==> config.mk <==
export PLATFORM = sky130hd
export DESIGN_NAME = iir_filter_mc
export DESIGN_NICKNAME = d
export VERILOG_FILES = /design/src/rtl/iir_filter_mc.sv
export SDC_FILE = /design/constraint.sdc
export NUM_CORES = 1
export LEC_CHECK = 0
export BUFFER_PORTS_ARGS = -buffer_cell sky130_fd_sc_hd__buf_2
export CAP_MARGIN = 20
export CORE_MARGIN = 1
export CORE_UTILIZATION = 45
export CTS_CLUSTER_DIAMETER = 200
export DETAILED_ROUTE_END_ITERATION = 10
export SLEW_MARGIN = 10
export SYNTH_ARGS = -nofsm -noshare
export SYNTH_HDL_FRONTEND = slang
export SYNTH_SLANG_ARGS = --single-unit
==> constraint.sdc <==
create_clock -name clock -period 5.68 [get_ports clock]
set_input_delay 1.136 -clock clock [delete_from_list [all_inputs] [get_ports clock]]
set_output_delay 1.136 -clock clock [all_outputs]
set_load 0.005 [all_outputs]
==> src/rtl/iir_filter_mc.sv <==
// Multi-channel, time-interleaved 2nd-order IIR with runtime tap signs and per-channel history.
// Optional output saturation is enabled by defining IIR_FILTER_MC_SAT_EN (default: two's-complement wrap).
module iir_filter_mc #(
  parameter int NB_DATA = 8,
  parameter int N_CH    = 2,
  parameter int SH1     = 1,
  parameter int SH2     = 2
) (
  input  logic                             clock,
  input  logic                             i_rst,
  input  logic signed [NB_DATA-1:0]        i_x,
  input  logic                             i_valid,
  input  logic                             i_clear,
  input  logic [3:0]                       i_tap_sign,
  output logic signed [NB_DATA-1:0]        o_y,
  output logic                             o_valid,
  output logic [((N_CH > 1) ? $clog2(N_CH) : 1)-1:0] o_ch
);

  localparam int unsigned CW = (N_CH > 1) ? $clog2(N_CH) : 1;
  localparam int unsigned AW = NB_DATA + 3;

  // Per-channel history: three past inputs and two past outputs.
  logic signed [NB_DATA-1:0] xh1 [N_CH];
  logic signed [NB_DATA-1:0] xh2 [N_CH];
  logic signed [NB_DATA-1:0] xh3 [N_CH];
  logic signed [NB_DATA-1:0] yh1 [N_CH];
  logic signed [NB_DATA-1:0] yh2 [N_CH];

  logic [CW-1:0]             ptr;
  logic [CW-1:0]             ptr_next;
  logic                      accept;
  logic signed [NB_DATA-1:0] x1_sel;
  logic signed [NB_DATA-1:0] x2_sel;
  logic signed [NB_DATA-1:0] x3_sel;
  logic signed [NB_DATA-1:0] y1_sel;
  logic signed [NB_DATA-1:0] y2_sel;
  logic signed [AW-1:0]      acc;
  logic signed [NB_DATA-1:0] y_next;

  // Sign-extend a sample to accumulator width and optionally negate it.
  function automatic logic signed [AW-1:0] signed_tap(input logic signed [NB_DATA-1:0] x,
                                                      input logic neg);
    logic signed [AW-1:0] ext;
    ext = AW'(x);
    return neg ? -ext : ext;
  endfunction

  assign accept = i_valid && !i_clear;

  // History of the channel currently addressed by the pointer.
  always_comb begin
    x1_sel = xh1[ptr];
    x2_sel = xh2[ptr];
    x3_sel = xh3[ptr];
    y1_sel = yh1[ptr];
    y2_sel = yh2[ptr];
  end

  // Pointer advances per accepted sample and wraps at the last channel.
  always_comb begin
    ptr_next = ptr;
    if (N_CH == 1) begin
      ptr_next = '0;
    end else if (ptr == CW'(N_CH - 1)) begin
      ptr_next = '0;
    end else begin
      ptr_next = ptr + CW'(1);
    end
  end

  // Full-precision sum; feedback terms are shifted at storage width before extension.
  always_comb begin
    acc = signed_tap(i_x,    i_tap_sign[0])
        + signed_tap(x1_sel, i_tap_sign[1])
        + signed_tap(x2_sel, i_tap_sign[2])
        + signed_tap(x3_sel, i_tap_sign[3])
        + AW'(y1_sel >>> SH1)
        + AW'(y2_sel >>> SH2);
  end

`ifdef IIR_FILTER_MC_SAT_EN
  localparam logic signed [AW-1:0] Y_MAX = AW'((2 ** (NB_DATA - 1)) - 1);
  localparam logic signed [AW-1:0] Y_MIN = -Y_MAX - AW'(1);

  always_comb begin
    y_next = NB_DATA'(acc);
    if (acc > Y_MAX) begin
      y_next = NB_DATA'(Y_MAX);
    end else if (acc < Y_MIN) begin
      y_next = NB_DATA'(Y_MIN);
    end
  end
`else
  always_comb begin
    y_next = NB_DATA'(acc);
  end
`endif

  // Output register; clear drops a coincident sample and leaves o_y/o_ch holding.
  always_ff @(posedge clock or posedge i_rst) begin
    if (i_rst) begin
      o_y     <= '0;
      o_valid <= 1'b0;
      o_ch    <= '0;
    end else begin
      o_valid <= accept;
      if (accept) begin
        o_y  <= y_next;
        o_ch <= ptr;
      end
    end
  end

  // Pointer and history state; only the addressed channel shifts on a sample.
  always_ff @(posedge clock or posedge i_rst) begin
    if (i_rst) begin
      ptr <= '0;
      for (int i = 0; i < N_CH; i++) begin
        xh1[i] <= '0;
        xh2[i] <= '0;
        xh3[i] <= '0;
        yh1[i] <= '0;
        yh2[i] <= '0;
      end
    end else if (i_clear) begin
      ptr <= '0;
      for (int i = 0; i < N_CH; i++) begin
        xh1[i] <= '0;
        xh2[i] <= '0;
        xh3[i] <= '0;
        yh1[i] <= '0;
        yh2[i] <= '0;
      end
    end else if (i_valid) begin
      ptr      <= ptr_next;
      xh3[ptr] <= x2_sel;
      xh2[ptr] <= x1_sel;
      xh1[ptr] <= i_x;
      yh2[ptr] <= y1_sel;
      yh1[ptr] <= y_next;
    end
  end

endmodule

-- Word level (Yosys, flattened, before mapping)
Cells that the tools add are included.
- $add $sub $neg: 10
- $mul: 0
- divide/modulo/power cells: 0
- $lt $le $gt $ge: 2
- equality and inequality tests: 0
- shift-type cells: 0
- muxes and demuxes: 39
- bitwise operators: 1
- reduce and logical (&&, ||, !) cells: 4
- operators with widths (cell ; number):
    $mux 16 ; 10
    $mux 8 ; 20
    $bwmux 16 ; 5
    $neg 8->8 ; 4
    $add 8x8->8 ; 3
    $add 8x6->8 ; 1
    $add 8x7->8 ; 1
    $demux 8 s1 ; 1
    $mux 1 ; 3
    $ge 2x2->1 const B ; 1
    $logic_and 1x1->1 ; 2
    $lt 2x1->1 const B ; 1
    $not 1->2 ; 1
    $reduce_bool 2->1 ; 1
    $add 1x1->1 const B ; 1
    $logic_not 1->1 ; 1
- register bits: 91
- latch bits: 0
- bits in writable memories: 0
- bits in read-only memories: 0
- bits of input ports: 16
- logic and storage cells: 70
- memories: 0

-- Logic depth before layout (Yosys ltp)
- word-level depth: 14
- mapped depth: 24
- gate-level depth less buffers: 18

-- Least setup slack after synthesis
OpenSTA, ideal clock, no wires.
- path kind: register to register
- start point: register ptr
- end point: register yh1[7] (netlist name)
- setup time: 0.077 ns
- arrival time: 5.164 ns
- required time: 5.603 ns
- path slack: 0.439 ns
- cell stages (with the launch flop): 22
- buffers on the path: 6
- clock period less this slack: 5.241 ns
- cells stage by stage: dfrtp_1 -> buf_6 -> buf_6 -> buf_2 -> buf_2 -> buf_2 -> buf_2 -> mux2i_1 -> ha_1 -> o21ai_1 -> o21a_1 -> xnor2_1 -> fa_1 -> fa_1 -> inv_1 -> fa_1 -> xor2_1 -> xnor2_1 -> xnor2_1 -> xnor3_1 -> xnor3_1 -> o21ai_1
- cells in the longest elaborated chain, start to end: 14
- elaborated cells on any way between the ends: 35
- classes of those cells: add/sub: 8; order compare: 2; mux: 23; bitwise: 1; reduce/logical: 1
- RTL lines (element ; line ; source):
    start: declaration ; 30 ; logic [CW-1:0] ptr;
    start signal: assignment ; 136 ; ptr <= ptr_next;
    $not 1->2 (implied by the code) * ; n/a ;
    $mux 8 (implied by the code) (3 in a row) ; 53 ; x1_sel = xh1[ptr];
    $neg 8->8 ; 46 ; return neg ? -ext : ext;
    $mux 8 ; 46 ;
    $add 8x8->8 ; 75 ; + signed_tap(x1_sel, i_tap_sign[1])
    $add 8x8->8 ; 76 ; + signed_tap(x2_sel, i_tap_sign[2])
    $add 8x8->8 ; 77 ; + signed_tap(x3_sel, i_tap_sign[3])
    $add 8x7->8 ; 78 ; + AW'(y1_sel >>> SH1)
    $add 8x6->8 ; 79 ; + AW'(y2_sel >>> SH2);
    $bwmux 16 * ; 141 ; yh1[ptr] <= y_next;
    $mux 16 * ; 135 ; end else if (i_valid) begin
    $mux 16 * ; 126 ; end else if (i_clear) begin
    end signal: indexed assignment ; 141 ;
    end: declaration ; 27 ; logic signed [NB_DATA-1:0] yh1 [N_CH];
Every way passes the cells marked *; elsewhere a longest branch is shown, timed or not. The select of a mux whose other input is x is not followed.
A chain may end at the register's enable or synchronous reset.

-- Worst setup path in the final report
- start point: register ptr
- end point: register o_y[7]
- cells in the longest elaborated chain, start to end: 11
- elaborated cells on any way between the ends: 27
- classes of those cells: add/sub: 8; mux: 18; bitwise: 1
- RTL lines (element ; line ; source):
    $not 1->2 (implied by the code) * ; n/a ;
    $mux 8 (implied by the code) (3 in a row) ; 53 ;
    $neg 8->8 ; 46 ;
    $mux 8 ; 46 ;
    $add 8x8->8 ; 75 ;
    $add 8x8->8 ; 76 ;
    $add 8x8->8 ; 77 ;
    $add 8x7->8 ; 78 ;
    $add 8x6->8 * ; 79 ;
    end signal: assignment ; 109 ; o_y <= y_next;
    end: declaration ; 15 ; output logic signed [NB_DATA-1:0] o_y,
Marks and branches as above.

==> impl_metrics.csv <==
group,metric,value,unit
outcome,outcome,"finished clean",
cells_and_area,drive_gt1_frac,0.125,
setup_path,path_cells,"buf_4, mux2i_1, o21ai_0, o21ai_1, xor2_1, fa_1, fa_1, inv_1, fa_1, xor2_1, xnor2_1, xnor2_1, xnor3_1, xnor3_1, o21ai_1",
sta,fin_crit,4930,ps
yosys,syn_area_per_cell,10.9,um2
setup_path,crit_type,"flip-flop to flip-flop",
cells_and_area,finalNonFillerCells,628,
clocking,cts.htree.levels,3,
cells_and_area,antenna_cells,0,
job,drv_cap,0,
routing,viasPerCell,5.50,
routing,first_iter_violations,251,
place,placed_area,0.00531,mm2
sta,worst_pin_slew,756,ps
power,p_leak,2.62,nW
grt,grt_overflow_total,0,
place,io_buffers,25,
setup_path,cp_slowest_cell,"dfrtp_2",
place,dpl.cell_count,612,
floorplanning,dieArea,0.0116,mm2
cells_and_area,nFillCells,1010,
grt,grt_first_pass_wirelength,19400,um
routing,wl_per_cell,18.5,um
routing,drc,0,
setup_path,max_stage_delay,690,ps
sta,maxSlewHeadroom,0.496,
yosys,yosys.area.top_type,"dfrtp_1",
grt,grt_use_total,0.225,
sta,clock.fmax,0.203,GHz
place,place_congestion,0.785,
clocking,clk_latency,380,ps
setup_path,crit_path_frequent_cell,"fa_1",
grt,busiest_layer,"met2",
floorplanning,core_area,0.0109,mm2
routing,wl,11600,um
yosys,synthesis.area,0.00504,mm2
setup_path,cp-end-kind,"flip-flop",
floorplanning,start_util,0.463,
cells_and_area,regArea,0.00213,mm2
yosys,synth_top_area_frac,0.422,
clocking,post_cts_buffers,0,
floorplanning,die_w,108,um
cells_and_area,multi_input_area,0.00265,mm2
grt,gr-usage-met1,0.316,
clocking,cts_buffer_depth,2,
grt,first_global_vias,3681,
setup_path,arrival,5220,ps
place,place_hpwl,8500,um
clocking,tritoncts,"done",
routing,drt_first_pass_iters,4,
clocking,cts_root_buf,"clkbuf_8",
cells_and_area,areaGrowthSynthToFinish,8.87,%
clocking,ctsResizeCount,0,
yosys,synth.distinct_cells,36,
setup_path,required,5980,ps
cells_and_area,fin_nets,537,
sta,slew_violations,0,
floorplanning,die_height,108,um
clocking,clock-sinks,85,
floorplanning,rows,38,
min_path,hp-class,"flip-flop to flip-flop",
sta,setup_viol_count_final,0,
clocking,path_clk_slew,80,ps
setup_path,cp_max_fo,20,
grt,use_met2,0.350,
power,power.total,2.09,mW
routing,vias,3457,
grt,antenna_found_initial,0,
cells_and_area,stdcell_area,0.00548,mm2
sta,clock_skew,9.95,ps
sta,finalHoldViolations,0,
yosys,synth_seq_area_share,0.422,
grt,grtUsageMet3,0.0381,
yosys,synth-seq-cells,85,
floorplanning,ioPinCount,26,
grt,grt_max_degree,44,
sta,tns,0,ps
yosys,syn_nets,515,
routing,ant_nets,0,
yosys,ys_warn_count,0,
power,irDropWorstVdd,0.183,mV
power,p_per_area,380,mW/mm2
yosys,synthCells,461,
yosys,synthTopCellsByArea,"dfrtp_1, fa_1, a22o_1, mux2i_1, xnor2_1",
clocking,cts_hold_repair.buffers,0,
setup_path,start_kind,"flip-flop",
clocking,cts_buffers,9,
sta,finalCritPeriodShare,0.867,
sta,rsz0062_at_grt,"no",
[through the flow]
stage               utilization  hold slack [ps]  worst slack [ps]
floorplan                     -              443               439
global placement          0.487              455               697
detailed placement        0.487              463               582
CTS                       0.504              487               702
global route              0.504              509               404
finish                    0.504              483               753
[report_power, final]
| part | switching, mW | internal (mW) |
|---|---|---|
| registers | 0.0599 | 0.681 |
| logic | 0.522 | 0.429 |
| clock network | 0.223 | 0.171 |
[worst max-delay path: cells and delay by family, from the launching register on]
kind | cells | cell delay, ps
XOR/XNOR | 6 | 1520
adder cells (fa/ha/maj) | 3 | 1390
flip-flops | 1 | 690
AO/OA/AOI/OAI | 3 | 470
buffers and inverters | 2 | 420
multiplexers | 1 | 350
[worst paths after layout]
| check | start | to | slack (ps) | depth (start not counted) |
|---|---|---|---|---|
| setup / recovery | ptr | o_y[7] | 750 | 15 |
| hold / removal | o_y[4] | o_y[4] | 480 | 2 |
| setup reg to reg | ptr | o_y[7] | 750 | 15 |
| hold reg to reg | o_y[4] | o_y[4] | 480 | 2 |
| max in group asynchronous | i_rst | ptr | 3780 | 3 |
| min in group asynchronous | i_rst | xh3[7] | 850 | 2 |
[final cells by class]
cell class,instances,area share
repair buffers,33,0.0338
flip-flops and latches,85,0.388
clock inverters,5,0.00662
inverters,45,0.0310
well taps,140,0.0319
multi-input cells,309,0.483
clock buffers,11,0.0258
[flip-flops by register name, indices dropped and copies added (netlist names), 8 cells and up]
register / flops
xh2: 16
o_y: 8
xh1: 16
yh2: 12
xh3: 16
yh1: 14
[cell usage after synthesis, drive strengths merged]
library cell	n
a22o	58
nor2b	2
or3	2
ha	11
nand3	1
nand2b	6
nor2	15
o21bai	1
a21o	2
o21ai	31
nand2	41
nor4	1
o31ai	4
buf	8
mux2	5
o21a	2
xnor3	2
a22oi	1
inv	45
fa	27
xnor2	20
nor3b	4
nor3	11
xor2	15
a21oi	10
mux2i	36
o211ai	1
clkbuf	14
dfrtp	85
[kinds of logic after synthesis]
logic type | count (synthesis) | synth area share
xor gates and xnor gates | 37 | 0.0698
and+or+nand+nor | 83 | 0.0743
adders and majority gates | 38 | 0.135
AOI/OAI and AO/OA | 110 | 0.162
buffers and inverters | 67 | 0.0544
muxes | 41 | 0.0827
DFF | 85 | 0.422
[cells in the final DEF, fill, tap and decap left out, drive strengths merged, types with 15 or more instances in the layout]
cell type	instances
xor2	15
a22o	58
nand2	41
xnor2	20
buf	33
o21ai	31
dfrtp	85
mux2i	36
inv	44
nor2	15
fa	27
[layer usage]
layer	share of wire	wire length, um
met1	0.48	5620
met2	0.47	5460
met3	0.029	340
met4	0.017	192
met5	0	0
No activity file was read; power rests on OpenSTA's default activity.
